$ cat src/rtl/stack_arbiter.sv
// Round-robin arbiter that shares one LIFO stack between requesters A and B,
// running each push/pop as an ISSUE/WAIT/RESP transaction with local overflow/underflow guarding.
module stack_arbiter #(
    parameter int DATA_WIDTH  = 8,
    parameter int DEPTH       = 16,
    parameter int WAIT_CYCLES = 1,
    parameter int CNT_W       = $clog2(DEPTH + 1)
) (
    input  logic                  clk,
    input  logic                  reset,
    // Requester handshake: req/op/wdata are held stable until the one-cycle gnt
    // pulse; the matching response later arrives as a one-cycle rsp_valid pulse.
    input  logic                  a_req,
    input  logic                  a_op,
    input  logic [DATA_WIDTH-1:0] a_wdata,
    output logic                  a_gnt,
    input  logic                  b_req,
    input  logic                  b_op,
    input  logic [DATA_WIDTH-1:0] b_wdata,
    output logic                  b_gnt,
    output logic                  rsp_valid,
    output logic                  rsp_id,
    output logic [DATA_WIDTH-1:0] rsp_data,
    output logic                  rsp_error,
    output logic                  stk_push,
    output logic                  stk_pop,
    output logic [DATA_WIDTH-1:0] stk_data_in,
    input  logic [DATA_WIDTH-1:0] stk_data_out,
    input  logic                  stk_error,
    output logic [CNT_W-1:0]      count,
    output logic [1:0]            dbg_state
);

    typedef enum logic [1:0] {
        IDLE  = 2'd0,
        ISSUE = 2'd1,
        WAIT  = 2'd2,
        RESP  = 2'd3
    } state_t;

    state_t                state_q, state_d;
    logic                  rr_q, rr_d;
    logic                  win_q, win_d;
    logic                  op_q, op_d;
    logic [DATA_WIDTH-1:0] data_q, data_d;
    logic                  refused_q, refused_d;
    logic [CNT_W-1:0]      count_q, count_d;
    logic [1:0]            wait_q, wait_d;
    logic                  a_gnt_q, a_gnt_d;
    logic                  b_gnt_q, b_gnt_d;

    logic                  push_c, pop_c, rsp_valid_c, rsp_id_c, rsp_error_c;
    logic [DATA_WIDTH-1:0] din_c, rsp_data_c;
    logic                  win_c, refused_c;

    always_comb begin
        state_d     = state_q;
        rr_d        = rr_q;
        win_d       = win_q;
        op_d        = op_q;
        data_d      = data_q;
        refused_d   = refused_q;
        count_d     = count_q;
        wait_d      = wait_q;
        a_gnt_d     = 1'b0;
        b_gnt_d     = 1'b0;
        push_c      = 1'b0;
        pop_c       = 1'b0;
        din_c       = '0;
        rsp_valid_c = 1'b0;
        rsp_id_c    = 1'b0;
        rsp_data_c  = '0;
        rsp_error_c = 1'b0;
        win_c       = 1'b0;
        refused_c   = 1'b0;
        case (state_q)
            IDLE: begin
                if (a_req || b_req) begin
                    // Contended picks go to the pointer, which then moves to the loser.
                    win_c   = (a_req && b_req) ? rr_q : b_req;
                    win_d   = win_c;
                    op_d    = win_c ? b_op : a_op;
                    data_d  = win_c ? b_wdata : a_wdata;
                    rr_d    = (a_req && b_req) ? ~rr_q : rr_q;
                    a_gnt_d = ~win_c;
                    b_gnt_d = win_c;
                    state_d = ISSUE;
                end
            end
            ISSUE: begin
                refused_c = op_q ? (count_q == '0) : (count_q == CNT_W'(DEPTH));
                refused_d = refused_c;
                if (!refused_c) begin
                    if (op_q) begin
                        pop_c   = 1'b1;
                        count_d = count_q - CNT_W'(1);
                    end else begin
                        push_c  = 1'b1;
                        din_c   = data_q;
                        count_d = count_q + CNT_W'(1);
                    end
                end
                wait_d  = '0;
                state_d = WAIT;
            end
            WAIT: begin
                if (!op_q && !refused_q) din_c = data_q;
                if (wait_q == 2'(WAIT_CYCLES - 1)) state_d = RESP;
                else wait_d = wait_q + 2'd1;
            end
            RESP: begin
                rsp_valid_c = 1'b1;
                rsp_id_c    = win_q;
                rsp_data_c  = (op_q && !refused_q) ? stk_data_out : '0;
                rsp_error_c = refused_q | stk_error;
                state_d     = IDLE;
            end
            default: state_d = IDLE;
        endcase
    end

    always_ff @(posedge clk) begin
        if (reset) begin
            state_q   <= IDLE;
            rr_q      <= 1'b0;
            win_q     <= 1'b0;
            op_q      <= 1'b0;
            data_q    <= '0;
            refused_q <= 1'b0;
            count_q   <= '0;
            wait_q    <= '0;
            a_gnt_q   <= 1'b0;
            b_gnt_q   <= 1'b0;
        end else begin
            state_q   <= state_d;
            rr_q      <= rr_d;
            win_q     <= win_d;
            op_q      <= op_d;
            data_q    <= data_d;
            refused_q <= refused_d;
            count_q   <= count_d;
            wait_q    <= wait_d;
            a_gnt_q   <= a_gnt_d;
            b_gnt_q   <= b_gnt_d;
        end
    end

    // Outputs are forced low for the whole reset cycle, even mid-transaction.
    always_comb begin
        a_gnt       = a_gnt_q & ~reset;
        b_gnt       = b_gnt_q & ~reset;
        rsp_valid   = rsp_valid_c & ~reset;
        rsp_id      = rsp_id_c & ~reset;
        rsp_data    = reset ? '0 : rsp_data_c;
        rsp_error   = rsp_error_c & ~reset;
        stk_push    = push_c & ~reset;
        stk_pop     = pop_c & ~reset;
        stk_data_in = reset ? '0 : din_c;
        count       = reset ? '0 : count_q;
        dbg_state   = reset ? 2'd0 : state_q;
    end

endmodule

$ cat config.mk
export PLATFORM = sky130hd
export DESIGN_NAME = stack_arbiter
export DESIGN_NICKNAME = d
export VERILOG_FILES = /design/src/rtl/stack_arbiter.sv
export SDC_FILE = /design/constraint.sdc
export NUM_CORES = 1
export LEC_CHECK = 0
export ABC_AREA = 1
export BUFFER_PORTS_ARGS = -buffer_cell sky130_fd_sc_hd__buf_2
export CORE_UTILIZATION = 52
export CTS_CLUSTER_SIZE = 12
export DETAILED_ROUTE_END_ITERATION = 6
export PLACE_DENSITY = 0.85
export SLEW_MARGIN = 0
export SYNTH_ARGS = -nofsm -noshare
export SYNTH_HDL_FRONTEND = slang
export SYNTH_SLANG_ARGS = --single-unit
export TNS_END_PERCENT = 5
$ cat constraint.sdc
create_clock -name clk -period 3.34 [get_ports clk]
set_input_delay 0.501 -clock clk [delete_from_list [all_inputs] [get_ports clk]]
set_output_delay 0.501 -clock clk [all_outputs]
set_load 0.01 [all_outputs]
Yosys cells after proc, flatten, opt, wreduce, memory -nomap -nowiden
Cells that the tools add are included.
{"block": "classes", "bitwise": 14, "n_eq_ne": 7, "addsub": 3, "mux": 29, "n_reduce_logical": 16}
{"operator": "2-to-1 mux 8 bit", "count": 8}
{"operator": "one-hot mux 8 bit (2 select lines)", "count": 1}
{"operator": "2-to-1 mux 1 bit", "count": 12}
{"operator": "2-to-1 mux 5 bit", "count": 2}
{"operator": "2-to-1 mux 2 bit", "count": 4}
{"operator": "one-hot mux 2 bit (4 select lines)", "count": 1}
{"operator": "AND reduction 2 bit", "count": 4}
{"operator": "bitwise AND 1 bit", "count": 7}
{"operator": "!= test 2 bit, second input constant", "count": 3}
{"operator": "inverter 1 bit", "count": 6}
{"operator": "adder 5 x 1 -> 5 bit, second input constant", "count": 1}
{"operator": "== test 5 bit, second input constant", "count": 1}
{"operator": "logical NOT 5 bit", "count": 1}
{"operator": "subtractor 5 x 1 -> 5 bit, second input constant", "count": 1}
{"operator": "== test 2 bit, second input constant", "count": 2}
{"operator": "logical NOT 2 bit", "count": 2}
{"operator": "one-hot mux 2 bit (2 select lines)", "count": 1}
{"operator": "logical AND 1 bit", "count": 3}
{"operator": "AND reduction 3 bit", "count": 1}
{"operator": "OR reduction 3 bit", "count": 1}
{"operator": "adder 2 x 1 -> 2 bit, second input constant", "count": 1}
{"operator": "== test 2 x 1 -> 1 bit, second input constant", "count": 1}
{"operator": "logical NOT 1 bit", "count": 2}
{"operator": "nonzero test 2 bit", "count": 1}
{"operator": "2 further kinds", "count": 2}
{"block": "word_totals", "out_inout_bits": 30, "inputBits": 31, "elab_cells": 79, "reg_bits": 23}

Logic depth before layout (Yosys ltp)
{"block": "depth", "depth_word": 5, "ltp_mapped": 8, "ltp_nobuf": 8}

Worst setup path after synthesis
Ideal clock, no wire load.
{"block": "synth_timing", "path_type": "input -> output", "from": "input port reset", "to": "output port rsp_data[0]", "n_path_buf": 1, "setup_slack_ps": 1626, "t_required_ps": 2839, "cell_stages": 4, "t_arrival_ps": 1213, "path_cell_list": "buf_2 -> nor2_2 -> nand2_1 -> nor2_1"}
{"block": "synth_via", "elab_chain_cells": 1}
{"item": "from (decl)", "line": "10", "text": "input logic reset,"}
{"item": "2-to-1 mux 8 bit", "line": "154", "text": "rsp_data = reset ? '0 : rsp_data_c;"}
{"item": "to (decl)", "line": "23", "text": "output logic [DATA_WIDTH-1:0] rsp_data,"}
No other way between the ends.

Worst setup path after layout
{"block": "layout_timing", "from": "register state_q[1]", "to": "output port stk_data_in[1]"}
{"block": "layout_via", "elab_chain_cells": 3, "word_cells_on_any_way": 4, "cone_classes": "eq/ne: 2; mux: 2"}
{"item": "from (decl)", "line": "41", "text": "state_t state_q, state_d;"}
{"item": "from (signal assigned)", "line": "135", "text": "state_q <= state_d;"}
{"item": "== test 2 bit or == test 2 x 1 -> 1 bit (tied branches)", "line": "76", "text": "case (state_q)"}
{"item": "one-hot mux 8 bit (2 select lines) *", "line": "76"}
{"item": "2-to-1 mux 8 bit *", "line": "158", "text": "stk_data_in = reset ? '0 : din_c;"}
{"item": "to (decl)", "line": "27", "text": "output logic [DATA_WIDTH-1:0] stk_data_in,"}
Every way passes the cells marked *; elsewhere a longest branch is shown, timed or not.

==> flow_metrics.env <==
export IMPL_status="completed"
export IMPL_grt_pass1_vias=1447
export IMPL_synth_edf_count=0
export IMPL_total_leakage_power_nw=1.02
export IMPL_critical_path_buf_inv_count=3
export IMPL_routed_wirelength_microns=3380
export IMPL_clock_skew_final_ns=0.0100
export IMPL_cts_sink_count=23
export IMPL_synth_cells=250
export IMPL_post_dp_hpwl_microns=2600
export IMPL_synthesized_netlist_net_count=290
export IMPL_die_area_sq_um=3170
export IMPL_cap_viol_max_count=0
export IMPL_placeableCoreArea_sq_um=2780
export IMPL_post_synth_cell_area_avg_sq_um=6.14
export IMPL_drive_above_1_share_pct=23.6
export IMPL_netlist_cell_type_count=26
export IMPL_clkSlewWorstSetupHoldPaths_ns=0.13
export IMPL_synth_area_leader_cell="dfxtp_1"
export IMPL_fmax_mhz=456
export IMPL_clock_root_buffer="clkbuf_4"
export IMPL_placement_io_buffers=60
export IMPL_clockBufferDepth=2
export IMPL_critPathMaxFanout=9
export IMPL_maxSlewViolCount=0
export IMPL_htree_levels=1
export IMPL_hold_class="in -> reg"
export IMPL_ys_warn_count=0
export IMPL_stdcell_count=336
export IMPL_via_count=1626
export IMPL_detail_route_vias_per_cell=4.84
export IMPL_grt_usage_pct=22.5
export IMPL_design_area_sq_um=1850
export IMPL_cts_hold_repair_buffers=0
export IMPL_placementRows=19
export IMPL_ys_seq_area_share_pct=30.0
export IMPL_timing_critical_path_max_delay_family="buffers and inverters"
export IMPL_drt_drc_violations_left=0
export IMPL_dieWidth_microns=56.3
export IMPL_grt_pass1_wl_microns=5780
export IMPL_die_height_microns=56.3
export IMPL_highest_cell_delay_on_the_worst_timing_path_ns=0.35
export IMPL_grt_ovfl_total=0
export IMPL_mappedNetlistArea_sq_um=1540
export IMPL_start_kind="register"
export IMPL_peakVddDrop_v=0.000365
export IMPL_final_min_period_over_clock_period_pct=65.7
export IMPL_post_synth_top_area_fraction_pct=30.0
export IMPL_path_common_cell="inv_1"
export IMPL_average_routed_wire_per_standard_cell_microns=10.1
export IMPL_cp_required_ns=2.84
export IMPL_finalWorstPathRequiredPeriod_ns=2.19
export IMPL_grt_max_degree=25
export IMPL_postCtsSetupBuffers=0
export IMPL_cts_resized=0
export IMPL_worstSetupPathType="reg -> out"
export IMPL_finish_net_count=346
export IMPL_boundaryPins=61
export IMPL_worst_skew_pair_late_latency_ns=0.32
export IMPL_tritoncts_clock_tree="yes"
export IMPL_fin_tns_setup_ns=0
export IMPL_num_antenna_cells=0
export IMPL_grt_setup_unrepaired="no"
export IMPL_initial_standard_cell_utilization_of_the_core_pct=55.2
export IMPL_setup_worst_path_end_class="primary output"
export IMPL_antenna_found_initial=0
export IMPL_worst_slew_pin_slew_ns=0.757
export IMPL_synth_top_cells_by_area="dfxtp_1 30%, nand2_1 18%, inv_1 9.5%"
export IMPL_slew_limit_headroom_pct=49.2
export IMPL_placed_cell_area_sq_um=1830
export IMPL_areaGrowthSynthToFinish_pct=20.7
export IMPL_finalHoldWorstSlack_ns=0.435
export IMPL_crit_arrival_ns=1.69
export IMPL_slowest_stage="dfxtp_1"
export IMPL_ys_ff_latch=23
export IMPL_critical_path_cell_chain="inv_1, ha_1, inv_1, nor2_1, o21ai_2, a21oi_1, buf_2"
export IMPL_finalPower_mw=1.08
export IMPL_detailed_router_iteration_count_before_antenna_repair=4
export IMPL_drtIter0Drc=55
export IMPL_asyncSetResetFlopFracSynth_pct=0
export IMPL_power_per_cell_area_nw_per_um2=585
export IMPL_final_hold_viol_count=0
export IMPL_route_antenna_remaining_nets=0
export IMPL_cts_inserted_buffers=3
export IMPL_placedCellCount=332
export IMPL_routability_driven_placement_congestion_ratio=0.837
export IMPL_finalSetupViolCount=0
export IMPL_dominantRegCellSynth="dfxtp_1"
==> metal layers <==
metal / global-route usage (%) / wire [microns]
met1: 27.7 / 1600
met5: 0 / 0
met3: 2.76 / 171
met2: 40.0 / 1560
met4: 8.71 / 45
==> path summary, 6_finish.rpt <==
path                    from  slack, ns  cells past startpoint             end
setup / recovery  state_q[1]       1.15                      7  stk_data_in[1]
hold / removal          a_op       0.44                      3            op_q
hold reg to reg    wait_q[0]       0.47                      1       wait_q[0]
setup reg to reg        op_q       1.67                      7      count_q[4]
==> final cells by class <==
type                    instances  area (sq um)
clock buffers                   4          26.3
fillers                       268           928
well taps                      31          38.8
inverters                      41           154
multi-input cells             177           873
repair buffers                 60           300
flip-flops and latches         23           460
==> cell usage in the layout (no fill, tap or decap) <==
cell type,netlist,final
ha_1,8,8
inv_1,39,39
o21ai_0,7,7
o21ai_1,8,8
clkbuf_4,0,3
or2_2,1,1
a21oi_1,17,17
nor2_1,34,34
nor2_2,1,1
nand3b_1,1,1
dfxtp_1,23,23
clkbuf_1,1,1
xnor2_1,1,1
o21a_1,1,1
nand3_1,18,18
nand2_1,72,72
nor3_1,2,2
inv_2,2,2
nand2_4,1,1
o21ai_2,1,1
buf_2,5,60
fa_1,1,1
nor2_4,1,1
o21ai_4,1,1
a21boi_2,1,1
==> logic make-up after synthesis <==
family	share of synthesized area, %
compound gates	13.3
xor+xnor	0.571
fa+ha+maj	7.82
buf+inv	13.1
flops	30.0
simple gates	35.2
==> flip-flops by register name, summed over array words and instances (netlist names) <==
| signal | cells |
|---|---|
| wait_q | 2 |
| a_gnt_q | 1 |
| op_q | 1 |
| win_q | 1 |
| refused_q | 1 |
| count_q | 5 |
| rr_q | 1 |
| state_q | 2 |
| b_gnt_q | 1 |
| data_q | 8 |
==> metrics by stage <==
step | setup slack (ns) | utilization (%)
final | 1.15 | 66.6
after global routing | 0.999 | 66.6
after CTS | 1.13 | 66.6
after detailed placement | 1.17 | 65.7
after global placement | 1.22 | 65.7
after floorplan | 1.63 | -
==> cell usage after synthesis (2+ instances only) <==
master   number
a21oi_1      17
buf_2         5
buf_4         2
dfxtp_1      23
ha_1          8
inv_1        39
inv_2         2
nand2_1      72
nand3_1      18
nor2_1       34
nor3_1        2
o21ai_0       7
o21ai_1       8
==> power breakdown <==
group | internal (mW) | switching, mW
registers | 0.343 | 0.0445
logic | 0.189 | 0.377
clock network | 0.0467 | 0.0842
total | 0.579 | 0.505
==> worst reg2reg max path, delay by kind of cell, from the launching register on <==
family        cells  cell delay [ns]
buf+inv           1             0.12
simple gates      5             0.46
flops             1             0.53
fa+ha+maj         1             0.48
(Power assumes the default switching activity.)
